==> config.mk <==
export PLATFORM = sky130hd
export DESIGN_NAME = seg_scan_driver
export DESIGN_NICKNAME = d
export VERILOG_FILES = /design/src/rtl/seg_scan_driver.sv
export SDC_FILE = /design/constraint.sdc
export NUM_CORES = 1
export LEC_CHECK = 0
export CELL_PAD_IN_SITES_DETAIL_PLACEMENT = 0
export CELL_PAD_IN_SITES_GLOBAL_PLACEMENT = 1
export CORE_ASPECT_RATIO = 0.5
export CORE_UTILIZATION = 45
export DETAILED_ROUTE_END_ITERATION = 6
export MAX_ROUTING_LAYER = met4
export PLACE_DENSITY_LB_ADDON = 0.05
export SLEW_MARGIN = 20
export SYNTH_ARGS = -nofsm -noshare
export SYNTH_HDL_FRONTEND = slang
export SYNTH_SLANG_ARGS = --single-unit
==> constraint.sdc <==
create_clock -name OSC_50M -period 4.6 [get_ports OSC_50M]
set_clock_uncertainty 0.15 [all_clocks]
set_input_delay 1.15 -clock OSC_50M [delete_from_list [all_inputs] [get_ports OSC_50M]]
set_output_delay 1.15 -clock OSC_50M [all_outputs]
set_load 0.02 [all_outputs]
==> src/rtl/seg_scan_driver.sv <==
// rtl/seg_scan_driver.sv - multiplexed LED-digit scanner with anti-ghost blanking and PWM brightness
module seg_scan_driver #(
   parameter int NUM_DIGITS   = 3,
   parameter int NUM_SEGS     = 8,
   parameter int DIGIT_TICKS  = 262144,
   parameter int BLANK_TICKS  = 512,
   parameter int BRIGHT_BITS  = 4,
   parameter int DIGIT_ACT_LO = 1,
   parameter int SEG_ACT_LO   = 0,
   parameter int FRAME_SYNC   = 0,
   localparam int AW = (NUM_DIGITS > 1) ? $clog2(NUM_DIGITS) : 1
) (
   input  logic                   OSC_50M,
   input  logic                   RESET,
   input  logic                   WR_EN,
   input  logic [AW-1:0]          WR_ADDR,
   input  logic [NUM_SEGS-1:0]    WR_DATA,
   input  logic [BRIGHT_BITS-1:0] BRIGHT,
   output logic [NUM_DIGITS-1:0]  DIGIT,
   output logic [NUM_SEGS-1:0]    SEG,
   output logic                   FRAME
);

   localparam int TW = (DIGIT_TICKS > 1) ? $clog2(DIGIT_TICKS) : 1;
   localparam logic [TW-1:0]         TICK_LAST = TW'(DIGIT_TICKS - 1);
   localparam logic [TW-1:0]         BLANK_END = TW'(BLANK_TICKS);
   localparam logic [AW-1:0]         SCAN_LAST = AW'(NUM_DIGITS - 1);
   localparam logic [AW:0]           ADDR_LIM  = (AW + 1)'(NUM_DIGITS);
   localparam logic [NUM_DIGITS-1:0] DIGIT_OFF = {NUM_DIGITS{DIGIT_ACT_LO != 0}};
   localparam logic [NUM_SEGS-1:0]   SEG_OFF   = {NUM_SEGS{SEG_ACT_LO != 0}};

   logic [TW-1:0]          tick_q, tick_d;
   logic [AW-1:0]          scan_q, scan_d;
   logic [BRIGHT_BITS-1:0] pwm_q, pwm_d;
   logic [NUM_SEGS-1:0]    pat_q    [NUM_DIGITS];
   logic [NUM_SEGS-1:0]    pat_d    [NUM_DIGITS];
   logic [NUM_SEGS-1:0]    shadow_q [NUM_DIGITS];
   logic [NUM_SEGS-1:0]    shadow_d [NUM_DIGITS];
   logic [NUM_DIGITS-1:0]  digit_q, digit_d;
   logic [NUM_SEGS-1:0]    seg_q, seg_d;
   logic                   frame_q, frame_d;
   logic                   frame_end;
   logic                   lit;
   logic                   wr_ok;

   always_comb begin
      frame_end = (tick_q == TICK_LAST) && (scan_q == SCAN_LAST);
      tick_d    = (tick_q == TICK_LAST) ? '0 : tick_q + 1'b1;
      scan_d    = scan_q;
      if (tick_q == TICK_LAST) begin
         scan_d = (scan_q == SCAN_LAST) ? '0 : scan_q + 1'b1;
      end
      pwm_d   = pwm_q + 1'b1;
      frame_d = frame_end;
      lit     = (tick_q >= BLANK_END) && (pwm_q < BRIGHT);
      wr_ok   = WR_EN && ({1'b0, WR_ADDR} < ADDR_LIM);

      // Shadow copy uses the pre-write shadow, so a frame-end write waits a full frame.
      pat_d    = pat_q;
      shadow_d = shadow_q;
      if (FRAME_SYNC != 0) begin
         if (frame_end) begin
            pat_d = shadow_q;
         end
         if (wr_ok) begin
            shadow_d[WR_ADDR] = WR_DATA;
         end
      end else if (wr_ok) begin
         pat_d[WR_ADDR] = WR_DATA;
      end

      digit_d = DIGIT_OFF;
      seg_d   = SEG_OFF;
      if (lit) begin
         digit_d = (NUM_DIGITS'(1) << scan_q) ^ DIGIT_OFF;
         seg_d   = pat_q[scan_q] ^ SEG_OFF;
      end
   end

   always_ff @(posedge OSC_50M) begin
      if (RESET) begin
         tick_q  <= '0;
         scan_q  <= '0;
         pwm_q   <= '0;
         digit_q <= DIGIT_OFF;
         seg_q   <= SEG_OFF;
         frame_q <= 1'b0;
         for (int i = 0; i < NUM_DIGITS; i++) begin
            pat_q[i]    <= '0;
            shadow_q[i] <= '0;
         end
      end else begin
         tick_q   <= tick_d;
         scan_q   <= scan_d;
         pwm_q    <= pwm_d;
         digit_q  <= digit_d;
         seg_q    <= seg_d;
         frame_q  <= frame_d;
         pat_q    <= pat_d;
         shadow_q <= shadow_d;
      end
   end

   assign DIGIT = digit_q;
   assign SEG   = seg_q;
   assign FRAME = frame_q;

endmodule

; Yosys cells after proc, flatten, opt, wreduce, memory -nomap -nowiden
; Cells that the tools add are included.
[word_totals]
out_inout_bits = 12
reg_bits = 60
inputBits = 17
[op_classes]
magnitude_cmp = 6
muxes = 7
eq_ne = 2
n_addsub = 3
n_reduce_logical = 6
n_bitwise = 4
n_shift = 1
[ops]
columns = cell, count
row1 = $bwmux 24, 1
row2 = $mux 8, 3
row3 = $add 18x1->18 const B, 1
row4 = $eq 18x18->1 const B, 1
row5 = $ge 18x10->1 const B, 1
row6 = $bmux 8 s2, 1
row7 = $demux 8 s2, 1
row8 = $ge 3x3->1 const B, 2
row9 = $not 2->3, 2
row10 = $add 4x1->4 const B, 1
row11 = $logic_and 1x1->1, 4
row12 = $lt 4x4->1, 1
row13 = $reduce_or 2->1, 2
row14 = $lt 3x1->1 const B, 1
row15 = $not 3->3, 1
row16 = $shl 1x2->3 const A, 1
row17 = $add 2x1->2 const B, 1
row18 = $eq 2x2->1 const B, 1
row19 = $lt 2x2->1 const B, 1
row20 = $mux 2, 1
row21 = $not 1->1, 1

; Longest topological paths before layout
[logic_depth]
ltp_word = 6
depth_mapped = 6
mapped_depth_nobuf = 5

; Worst setup path after synthesis
; OpenSTA, ideal clock, no wires.
[synth_path]
path_type = input -> register
startpoint = input BRIGHT[1]
endpoint = register digit_q[0], in the netlist DIGIT[0]
path_slack_ns = 2.099
path_buffers = 1
setup_ns = 0.127
arrival_time_ns = 2.224
path_stages = 6
cell_sequence = inv_1 ha_1 a211oi_1 o21ai_0 clkbuf_1 or3_1
[synth_via]
elab_chain_cells = 4
[synth_lines]
columns = element, line
row1 = start: declaration, 18  ; input logic [BRIGHT_BITS-1:0] BRIGHT,
row2 = $lt 4x4->1, 55  ; lit = (tick_q >= BLANK_END) && (pwm_q < BRIGHT);
row3 = $logic_and 1x1->1, 55
row4 = $not 1->1 (no source line), -
row5 = $reduce_or 2->1 (no source line), -
row6 = end signal: assignment, 96  ; digit_q <= digit_d;
row7 = end: declaration, 39  ; logic [NUM_DIGITS-1:0] digit_q, digit_d;
; Every way passes these cells.
; A chain may end at the register's enable or synchronous reset.

; Worst setup path in the final report
[layout_path]
startpoint = input BRIGHT[1]
endpoint = register digit_q[1], in the netlist DIGIT[1]
; Same word-level chain as after synthesis.

==> results.cfg <==
[timing]
fin_crit_ns = 2.90
rsz0062_at_grt = false
setup-tns-final_ns = 0
maxSlewHeadroom_pct = 47.3
hold_violations = 0
max_freq_mhz = 345
fin_ws_ns = 1.70
drv_slew = 0
worst_pin_slew_ns = 0.789
timing.final.crit_share_pct = 63.0
setup_viol = 0

[power_and_ir_drop]
swShare_pct = 22.4
p_leak_nw = 1.14
ir_drop_mv = 0.212
total_power_mw = 0.993
p_clk_share_pct = 37.6
cellInternalPower_mw = 0.770
cellPowerDensity_mw_per_mm2 = 336
p_sw_mw = 0.223
power_frac_comb_pct = 7.4
seqPwrFrac_pct = 55.0

[clock_tree]
cts_setup_buffers = 0
cts.clk_slew.worst_paths_ns = 0.06
cts-hold-fix-buffers = 0
htreeDepth = 3
clock_latency_ns = 0.33
cts_sinks = 60
cts_tree = yes
cts_resized = 0
cts-root-buf = clkbuf_8
clk_path_buf_depth = 2
cts_buffers = 9

[hold_path]
min_path_type = flop to flop

[setup_path]
crit_type = input pin to flop
cp-start-kind = input pin
worst-endpoint-required_ns = 4.66
cp-end-kind = flop
cp_data_arrival_time_ns = 2.96
worstPathMaxFanout = 11

[synth]
yosysSeqAreaShare_pct = 48.4
netlist-cell-type-count = 36
async_flop_share_pct = 0
yosysWarnings = 0
synth_edf_count = 0
syn_inst = 267
syn_area_mm2 = 0.00248
syn_nets = 290
ys.flop_type = dfxtp_1
synth.avg_cell_area_um2 = 9.30
synth-seq-cells = 60

[layout]
fin_util_pct = 57.8
drive_gt1_share_pct = 5.07
nets = 318
fillers = 452
stdcell_count = 366
areaGrowthSynthToFinish_pct = 19.1
antennaDiodeCount = 0

[floorplan]
ios = 29
start_util_pct = 48.6
fp-row-count = 18
core_area_mm2 = 0.00511
design.die.area_mm2 = 0.00584
chipWidth_um = 107
die_y_um = 54.5

[detailed_routing]
wl_met3_um = 273
met1_length_um = 2320
drc = 0
routed.top_layer = met4
wl_per_cell_um = 13.3
drt_pass1_iterations = 4
drt-initial-drc-count = 83
met2WireLength_um = 2180
routed_wl_um = 4870
num_vias = 1887
via_per_inst = 5.16
antenna_left = 0

[outcome]
status = finished clean

[place]
hpwl_um = 3310
dpl.cell_count = 354
dp_worst_setup_slack_ns = 1.13
place.gp.congestion = 0.715
io_buffers = 28

[global_routing]
grt_start_max_net_pins = 39
antenna_found_initial = 0
grt_pass1_vias = 1711
grt_first_pass_wirelength_um = 7950
overflow = 0
track_usage_pct = 19.5

[run]
cap_violations = 0
[kinds of logic (layout without fill, tap and decap cells)]
kind of cell / Yosys count / in the layout / synth area share [%]
fa+ha+maj: 6 / 6 / 3.02
xor+xnor: 15 / 15 / 5.29
mux: 32 / 32 / 12.9
buf+inv: 22 / 51 / 3.53
compound gates: 23 / 23 / 5.49
flops: 60 / 60 / 48.4
simple gates: 109 / 109 / 21.4
[worst max-delay path, cell delays in order]
cell             delay [ns]
clkdlybuf4s50_1        0.46
inv_1                  0.05
ha_1                   0.29
a211oi_1               0.20
o21ai_1                0.28
or3b_2                 0.53
[per-layer routing]
metal,up-vias,global-route usage [%]
li1,963,-
met1,880,20.6
met2,30,32.8
met3,14,8.93
met4,0,8.22
met5,-,-
[power by group through the flow]
stage	sequential [mW]	combinational [mW]	clock [mW]
3_5_place_dp	0.557	0.0743	0
4_1_cts	0.546	0.0749	0.387
6_report	0.546	0.0737	0.373
2_1_floorplan	0.556	0.0436	0
5_1_grt	0.547	0.0822	0.411
3_3_place_gp	0.556	0.0714	0
[sequential cells by signal, indices dropped and copies added, names as in the netlist]
register,cells
FRAME,1
DIGIT,3
pwm_q,4
tick_q,18
scan_q,2
pat_q,24
SEG,8
[synthesized netlist by cell type, types with 2 or more instances]
cell type   n  area (um2)
ha_1        6        75.1
mux2i_1    32         320
nor2b_1     2        12.5
nand2b_1    2        12.5
or3_1       3        18.8
xor2_1      3        26.3
o21ai_0     6        30.0
nand3_1     8        40.0
clkbuf_1    6        22.5
a21oi_1    10        50.1
dfxtp_1    60        1200
nand2_1     8        30.0
buf_1       3        11.3
inv_1       9        33.8
nor3_1      6        30.0
o22a_1      2        17.5
nor4_1      6        37.5
nor2_1     60         225
nand4_1     3        18.8
nand3b_1    2        15.0
xnor2_1    12         105
buf_2       4        20.0
[area by class of cell]
| type | instances | area, um2 | share of cell area (%) |
|---|---|---|---|
| Timing Repair Buffer | 30 | 295 | 9.99 |
| Multi-Input combinational cell | 185 | 1190 | 40.4 |
| Sequential cell | 60 | 1200 | 40.6 |
| Inverter | 9 | 33.8 | 1.14 |
| Clock buffer | 12 | 145 | 4.91 |
| Tap cell | 70 | 87.6 | 2.96 |
[placed cells by master (no fill, tap or decap), drive strengths merged, types with 2 or more instances in the layout]
cell type and instances:
nor2b 2, nand3b 2, nand3 8, xnor2 12, nand2 8, a21oi 10, mux2i 32, clkbuf 12
ha 6, or4 2, xor2 3, clkdlybuf4s50 28, nor2 60, nand4 4, o21ai 6, nor3 6
buf 2, or3 3, o22a 2, nor4 6, dfxtp 60, inv 9, nand2b 2
[path summary, 6_finish.rpt]
kind | start | to | slack, ns | depth (start not counted)
hold / removal | pwm_q[0] | pwm_q[0] | 0.31 | 1
hold reg to reg | pwm_q[0] | pwm_q[0] | 0.31 | 1
setup reg to reg | tick_q[0] | tick_q[7] | 2.20 | 5
setup / recovery | BRIGHT[1] | DIGIT[1] | 1.70 | 6
[stage by stage]
stage	cell area [um2]	hold slack, ns
2_1_floorplan	2480	0.275
6_report	2960	0.313
4_1_cts	2960	0.316
5_1_grt	2960	0.361
3_5_place_dp	2810	0.302
3_3_place_gp	2810	0.291
Note: power is estimated with default switching activity, not from simulation.
